`src/rtl/mips_pkg.sv`:
```
// Shared definitions for the data-memory arbiter.
// Holds the FSM state encoding and the grant identifiers.
package mips_pkg;

  typedef enum logic [1:0] {
    IDLE,
    ISSUE,
    WAIT,
    RESP
  } state_t;

  localparam logic GRANT_MEM = 1'b0;
  localparam logic GRANT_IF  = 1'b1;

endpackage

```
`src/rtl/dmem_arbiter.sv`:
```
// Shares one single-port data RAM between MEM (load/store) and IF (fetch).
// Ports: mem_*/if_* req/ready pipeline side, ram_* RAM side, stall out.
module dmem_arbiter
  import mips_pkg::*;
#(
  parameter int AW  = 32,
  parameter int DW  = 32,
  parameter int LAT = 2
) (
  input  logic          clk,
  input  logic          rst_n,
  input  logic          mem_req,
  input  logic          mem_we,
  input  logic [AW-1:0] mem_addr,
  input  logic [DW-1:0] mem_wdata,
  output logic [DW-1:0] mem_rdata,
  output logic          mem_ready,
  input  logic          if_req,
  input  logic [AW-1:0] if_addr,
  output logic [DW-1:0] if_rdata,
  output logic          if_ready,
  output logic          stall,
  output logic          ram_en,
  output logic          ram_we,
  output logic [AW-1:0] ram_addr,
  output logic [DW-1:0] ram_wdata,
  input  logic [DW-1:0] ram_rdata
);

  state_t     state;
  logic       win;
  logic       win_we;
  logic       last_grant;
  logic [2:0] cnt;
  logic       pick;

  // Lone requester wins; on contention the one not granted last wins.
  always_comb begin
    pick = ~last_grant;
    unique case (1'b1)
      mem_req & ~if_req: pick = GRANT_MEM;
      if_req & ~mem_req: pick = GRANT_IF;
      default:           pick = ~last_grant;
    endcase
  end

  assign stall = (mem_req & ~mem_ready)
               | (if_req & ~if_ready);

  always_ff @(posedge clk or negedge rst_n) begin
    if (!rst_n) begin
      state      <= IDLE;
      win        <= GRANT_MEM;
      win_we     <= 1'b0;
      last_grant <= GRANT_IF;
      cnt        <= '0;
      ram_en     <= 1'b0;
      ram_we     <= 1'b0;
      ram_addr   <= '0;
      ram_wdata  <= '0;
      mem_ready  <= 1'b0;
      if_ready   <= 1'b0;
      mem_rdata  <= '0;
      if_rdata   <= '0;
    end else begin
      unique case (state)
        IDLE: begin
          if (mem_req | if_req) begin
            win        <= pick;
            last_grant <= pick;
            ram_en     <= 1'b1;
            if (pick == GRANT_MEM) begin
              win_we    <= mem_we;
              ram_we    <= mem_we;
              ram_addr  <= mem_addr;
              ram_wdata <= mem_wdata;
            end else begin
              win_we    <= 1'b0;
              ram_we    <= 1'b0;
              ram_addr  <= if_addr;
              ram_wdata <= '0;
            end
            state <= ISSUE;
          end
        end
        ISSUE: begin
          ram_en <= 1'b0;
          ram_we <= 1'b0;
          cnt    <= 3'(LAT - 1);
          state  <= WAIT;
        end
        WAIT: begin
          // cnt hits 0 in the cycle ram_rdata is valid
          if (cnt == 3'd0) begin
            if (win == GRANT_IF) begin
              if_rdata <= ram_rdata;
              if_ready <= 1'b1;
            end else begin
              if (!win_we) mem_rdata <= ram_rdata;
              mem_ready <= 1'b1;
            end
            state <= RESP;
          end else begin
            cnt <= cnt - 3'd1;
          end
        end
        RESP: begin
          mem_ready <= 1'b0;
          if_ready  <= 1'b0;
          state     <= IDLE;
        end
        default: state <= IDLE;
      endcase
    end
  end

endmodule

```
`config.mk`:
```
export PLATFORM = sky130hd
export DESIGN_NAME = dmem_arbiter
export DESIGN_NICKNAME = d
export VERILOG_FILES = /design/src/rtl/mips_pkg.sv /design/src/rtl/dmem_arbiter.sv
export SDC_FILE = /design/constraint.sdc
export NUM_CORES = 1
export LEC_CHECK = 0
export BUFFER_PORTS_ARGS = -buffer_cell sky130_fd_sc_hd__buf_2
export CELL_PAD_IN_SITES_DETAIL_PLACEMENT = 0
export CELL_PAD_IN_SITES_GLOBAL_PLACEMENT = 1
export CORE_MARGIN = 2
export CORE_UTILIZATION = 36
export DETAILED_ROUTE_END_ITERATION = 6
export HOLD_SLACK_MARGIN = 0.03
export PLACE_DENSITY = 0.87
export SYNTH_ARGS = -nofsm -noshare
export SYNTH_HDL_FRONTEND = slang
export SYNTH_SLANG_ARGS = --single-unit
```
`constraint.sdc`:
```
create_clock -name clk -period 2.15 [get_ports clk]
set_input_delay 0.1075 -clock clk [delete_from_list [all_inputs] [get_ports clk]]
set_output_delay 0.1075 -clock clk [all_outputs]
set_load 0.05 [all_outputs]
```
# After elaboration in Yosys (flattened, before gate mapping)
# Index checks and enable logic that the tools add are counted.
[op_classes]
addsub = 1
n_eq_ne = 8
mux = 19
bitwise = 13
reduce_logical = 13
[op_table]
columns = ["cell", "n"]
rows = [
  ["32-bit two-way mux", 2],
  ["2-bit != test (second input constant)", 5],
  ["1-bit case mux with 2 select lines", 5],
  ["3-bit AND reduction", 3],
  ["2-bit case mux with 4 select lines", 1],
  ["2-bit AND reduction", 4],
  ["1-bit two-way mux", 7],
  ["1-bit NOT", 7],
  ["3-bit case mux with 2 select lines", 1],
  ["2-bit nonzero test", 3],
  ["1-bit bitwise AND", 4],
  ["2-bit == test (second input constant)", 2],
  ["2-bit two-way mux", 2],
  ["4-bit AND reduction", 1],
  ["3-bit zero test", 1],
  ["3-bit two-way mux", 1],
  ["3-bit by 1-bit subtractor with 3-bit output (second input constant)", 1],
  ["2-bit by 1-bit == test with 1-bit output (second input constant)", 1],
  ["2-bit zero test", 1],
  ["1-bit OR", 2],
]
[totals]
regBits = 140
inputBits = 133
output_inout_bits = 133
word_cells = 67

# Logic depth before layout (Yosys ltp)
[logic_depth]
word_depth = 6
ltp_mapped = 7
depth_no_buf = 5

# Worst setup path after synthesis
# No wires, ideal clock.
[synth_path]
path_kind = "reg2reg"
start = "register state[0]"
end = "register mem_rdata[0]"
setup_ns = 0.125
arrival_time_ns = 1.643
t_required_ns = 2.025
setup_slack_ns = 0.382
path_stages_with_launch = 8
path_buffers = 2
period_less_slack_ns = 1.768
path_cell_list = "dfrtp_1 > inv_1 > ha_1 > nand3b_1 > or3_1 > buf_6 > buf_12 > mux2_4"
[synth_via]
elab_chain_len = 2
[synth_lines]
columns = ["element", "line_no", "source"]
rows = [
  ["start: declaration", "dmem_arbiter.sv:30", "state_t state;"],
  ["start signal: assignment", "dmem_arbiter.sv:52", "state <= IDLE;"],
  ["start signal: assignment", "dmem_arbiter.sv:83", "state <= ISSUE;"],
  ["start signal: assignment", "dmem_arbiter.sv:90", "state <= WAIT;"],
  ["2-bit == test", "dmem_arbiter.sv:66", "unique case (state)"],
  ["4-bit AND reduction (no line)", "n/a", ""],
  ["end signal: assignment", "dmem_arbiter.sv:99", "if (!win_we) mem_rdata <= ram_rdata;"],
  ["end: declaration", "dmem_arbiter.sv:16", "output logic [DW-1:0] mem_rdata,"],
]
# Every way passes these cells.
# A chain may end at the register's enable or synchronous reset.

# Final worst setup path
[layout_path]
start = "register state[0]"
end = "register ram_addr[25]"
[layout_via]
elab_chain_len = 2
[layout_lines]
columns = ["element", "line_no", "source"]
rows = [
  ["2-bit zero test", "dmem_arbiter.sv:66", ""],
  ["2-bit AND reduction (no line)", "n/a", ""],
  ["end signal: assignment", "dmem_arbiter.sv:75", "ram_addr <= mem_addr;"],
  ["end signal: assignment", "dmem_arbiter.sv:80", "ram_addr <= if_addr;"],
  ["end: declaration", "dmem_arbiter.sv:25", "output logic [AW-1:0] ram_addr,"],
]
# Every way passes these cells.

==> impl_metrics.json <==
{
  "status": "completed",
  "core_um2": 15940,
  "power_density_nw_per_um2": 1873,
  "drt_wl_total_um": 18580,
  "syn_avg_cell_area_um2": 12.81,
  "clk_path_buf_depth": 2,
  "fin_crit_ns": 2.081,
  "arrival_ns": 2.43,
  "fmax_mhz": 480.5,
  "power_leakage_nw": 4.636,
  "maxCapViolCount": 0,
  "ys_seq_elements": 140,
  "placement.cell_area_um2": 7473,
  "cp_top_family": "buffers and inverters",
  "antenna_found_initial": 3,
  "areaGrowthSynthToFinish_pct": 61.31,
  "yosysTopAreaCell": "dfrtp_1",
  "path_buf_inv": 4,
  "use_met3": 0.06882,
  "max-slew-margin-rel": 0.7493,
  "die_h_um": 132.1,
  "synth_area_leaders": "dfrtp_1, mux2_4, mux2_2, a22o_1, a31oi_1",
  "fin_util": 0.5976,
  "num_vias": 5377,
  "met1_usage": 0.2460,
  "slowest_delay_ns": 0.57,
  "cp-end-kind": "flip-flop",
  "layout.nets": 1004,
  "drv_slew": 0,
  "cts.sinks": 140,
  "synthArstFlopShare": 1.000,
  "fp.dieW_um": 132.1,
  "grt_max_degree": 67,
  "cts.clk_slew.worst_paths_ns": 0.07,
  "synth_top_area_frac": 0.5890,
  "syn-num-nets": 605,
  "required_ns": 2.50,
  "cts_tree": "yes",
  "drtPass1Iterations": 4,
  "fin_crit_sh": 0.9679,
  "yosysUniqueCellTypes": 35,
  "dpl_worst_slack_ns": 0.2305,
  "fin_skew_ns": 0.01303,
  "die_area_um2": 17450,
  "setup.worst_path.class": "flip-flop to flip-flop",
  "avgViaCountPerCell": 4.924,
  "first_iter_violations": 272,
  "synthesis.area_um2": 5906,
  "synth_most_common_cell": "dfrtp_1",
  "h-tree-depth": 4,
  "grt_use_met2": 0.3542,
  "syn_inst": 461,
  "synth_flop_cell": "dfrtp_1",
  "hold_violations": 0,
  "crit_fanout": 16,
  "grt_first_pass_wirelength_um": 28840,
  "setup_viol": 0,
  "grt_pass1_vias": 5528,
  "cts_buffers": 17,
  "gr-total-overflow": 0,
  "yosysWarnings": 0,
  "ir_drop_uv": 1086,
  "port_buffers": 265,
  "design_area_um2": 9527,
  "startpoint_type": "flip-flop",
  "nFillCells": 1262,
  "routedWlPerCell_um": 17.01,
  "post-dp-hpwl_um": 10680,
  "path_cells": "inv_2, ha_4, nor2b_4, buf_12, clkbuf_16, nor2_1, a31oi_1, dlygate4sd3_1",
  "root_buffer": "clkbuf_16",
  "cp_slowest_cell": "dlygate4sd3_1",
  "synth_edf_count": 0,
  "ios": 266,
  "worst_pin_slew_ns": 0.3761,
  "seq_area_frac_synth": 0.5934,
  "rows": 46,
  "start_util": 0.3704,
  "post-route-drc-count": 0,
  "clkLatencyLatePin_ns": 0.42,
  "grtUsageTotal": 0.2073,
  "drtAntennaViolNets": 0,
  "drive_gt1_frac": 0.4513,
  "layout_setup_ws_ns": 0.06892,
  "grt.busiest_layer": "met2",
  "synthTopCellsByCount": "dfrtp_1, nor2_1, mux2_2",
  "gp_congestion": 0.7470,
  "hp-class": "primary input to async pin"
}
-- worst paths after layout --
path                           endpoint      from  slack [ns]  cells past startpoint
hold reg to reg                  cnt[0]    cnt[0]        0.46                      1
max in group asynchronous  ram_addr[27]     rst_n        1.30                      3
hold / removal             if_rdata[18]     rst_n        0.15                      2
setup / recovery           ram_addr[25]  state[0]        0.07                      8
min in group clk             last_grant    if_req        0.24                      5
setup reg to reg           ram_addr[25]  state[0]        0.07                      8
-- cells by family after synthesis --
logic type      Yosys count  synth area share
simple gates             89           0.07140
flops                   140            0.5934
fa+ha+maj                11           0.02330
mux                      66            0.1447
buf+inv                  43           0.03835
compound gates          112            0.1288
-- state kept, by name (all words and copies together), names as in the netlist --
name and flops:
cnt 3, if_rdata 32, if_ready 1, last_grant 1, mem_rdata 32, mem_ready 1
ram_addr 32, ram_en 1, ram_wdata 32, ram_we 1, state 2, win 1
win_we 1
-- worst register-to-register path, stage by stage, from the launching register on --
cell and delay, ns:
dfrtp_2 0.44, inv_2 0.11, ha_4 0.15, nor2b_4 0.21, buf_12 0.15, clkbuf_16 0.18
nor2_1 0.06, a31oi_1 0.13, dlygate4sd3_1 0.57
-- area by class of cell --
type                            instances  area [um2]  share of cell area
Tap cell                              216       270.3             0.02837
Inverter                                8       30.03            0.003152
Sequential cell                       140        3506              0.3680
Timing Repair Buffer                  415        2920              0.3065
Antenna cell                            3       7.507           0.0007880
Clock buffer                           17       425.4             0.04465
Clock inverter                         15       166.4             0.01747
Multi-Input combinational cell        278        2201              0.2310
-- through the flow --
step           setup TNS [ns]  hold slack [ns]  instances  total power, mW
5_1_grt              -0.01409           0.1725       1092            18.70
3_3_place_gp                0          0.02263        920            13.67
4_1_cts                     0           0.1460       1082            17.51
2_1_floorplan               0          -0.1881        461            11.62
3_5_place_dp                0          0.01924        920            13.81
6_report                    0           0.1541       1092            17.85
-- layer usage --
layer	share of wire	wire length, um	vias up
li1	-	-	2475
met4	0.021	382	0
met3	0.064	1198	33
met2	0.50	9305	247
met5	0	0	-
met1	0.41	7695	2622
-- placed cells by master (no fill, tap or decap), types with 3 or more instances in the layout --
cell type,count
buf_4,10
dlygate4sd3_1,130
inv_1,6
mux2_4,30
clkbuf_16,21
o21ai_0,34
dfrtp_1,138
inv_8,5
buf_2,264
inv_6,5
diode_2,3
nor2_1,40
ha_1,10
nand2b_1,5
mux2_2,35
a31oi_1,32
buf_12,5
a22o_1,33
nand3_1,32
-- power breakdown --
part / switching (mW) / internal [mW] / leakage (nW)
combinational: 6.80 / 3.38 / 2.68
sequential: 0.766 / 3.99 / 1.66
clock: 1.34 / 1.57 / 0.292
-- repair_timing --
| item | CTS | global route |
|---|---|---|
| endpoints found under the hold margin | 269 | 0 |
| buffers inserted | 0 | 2 |
| setup endpoints to repair | 0 | 32 |
| hold buffers | 130 | 0 |
| gates resized for setup | 0 | 5 |
No activity file was read; power rests on OpenSTA's default activity.
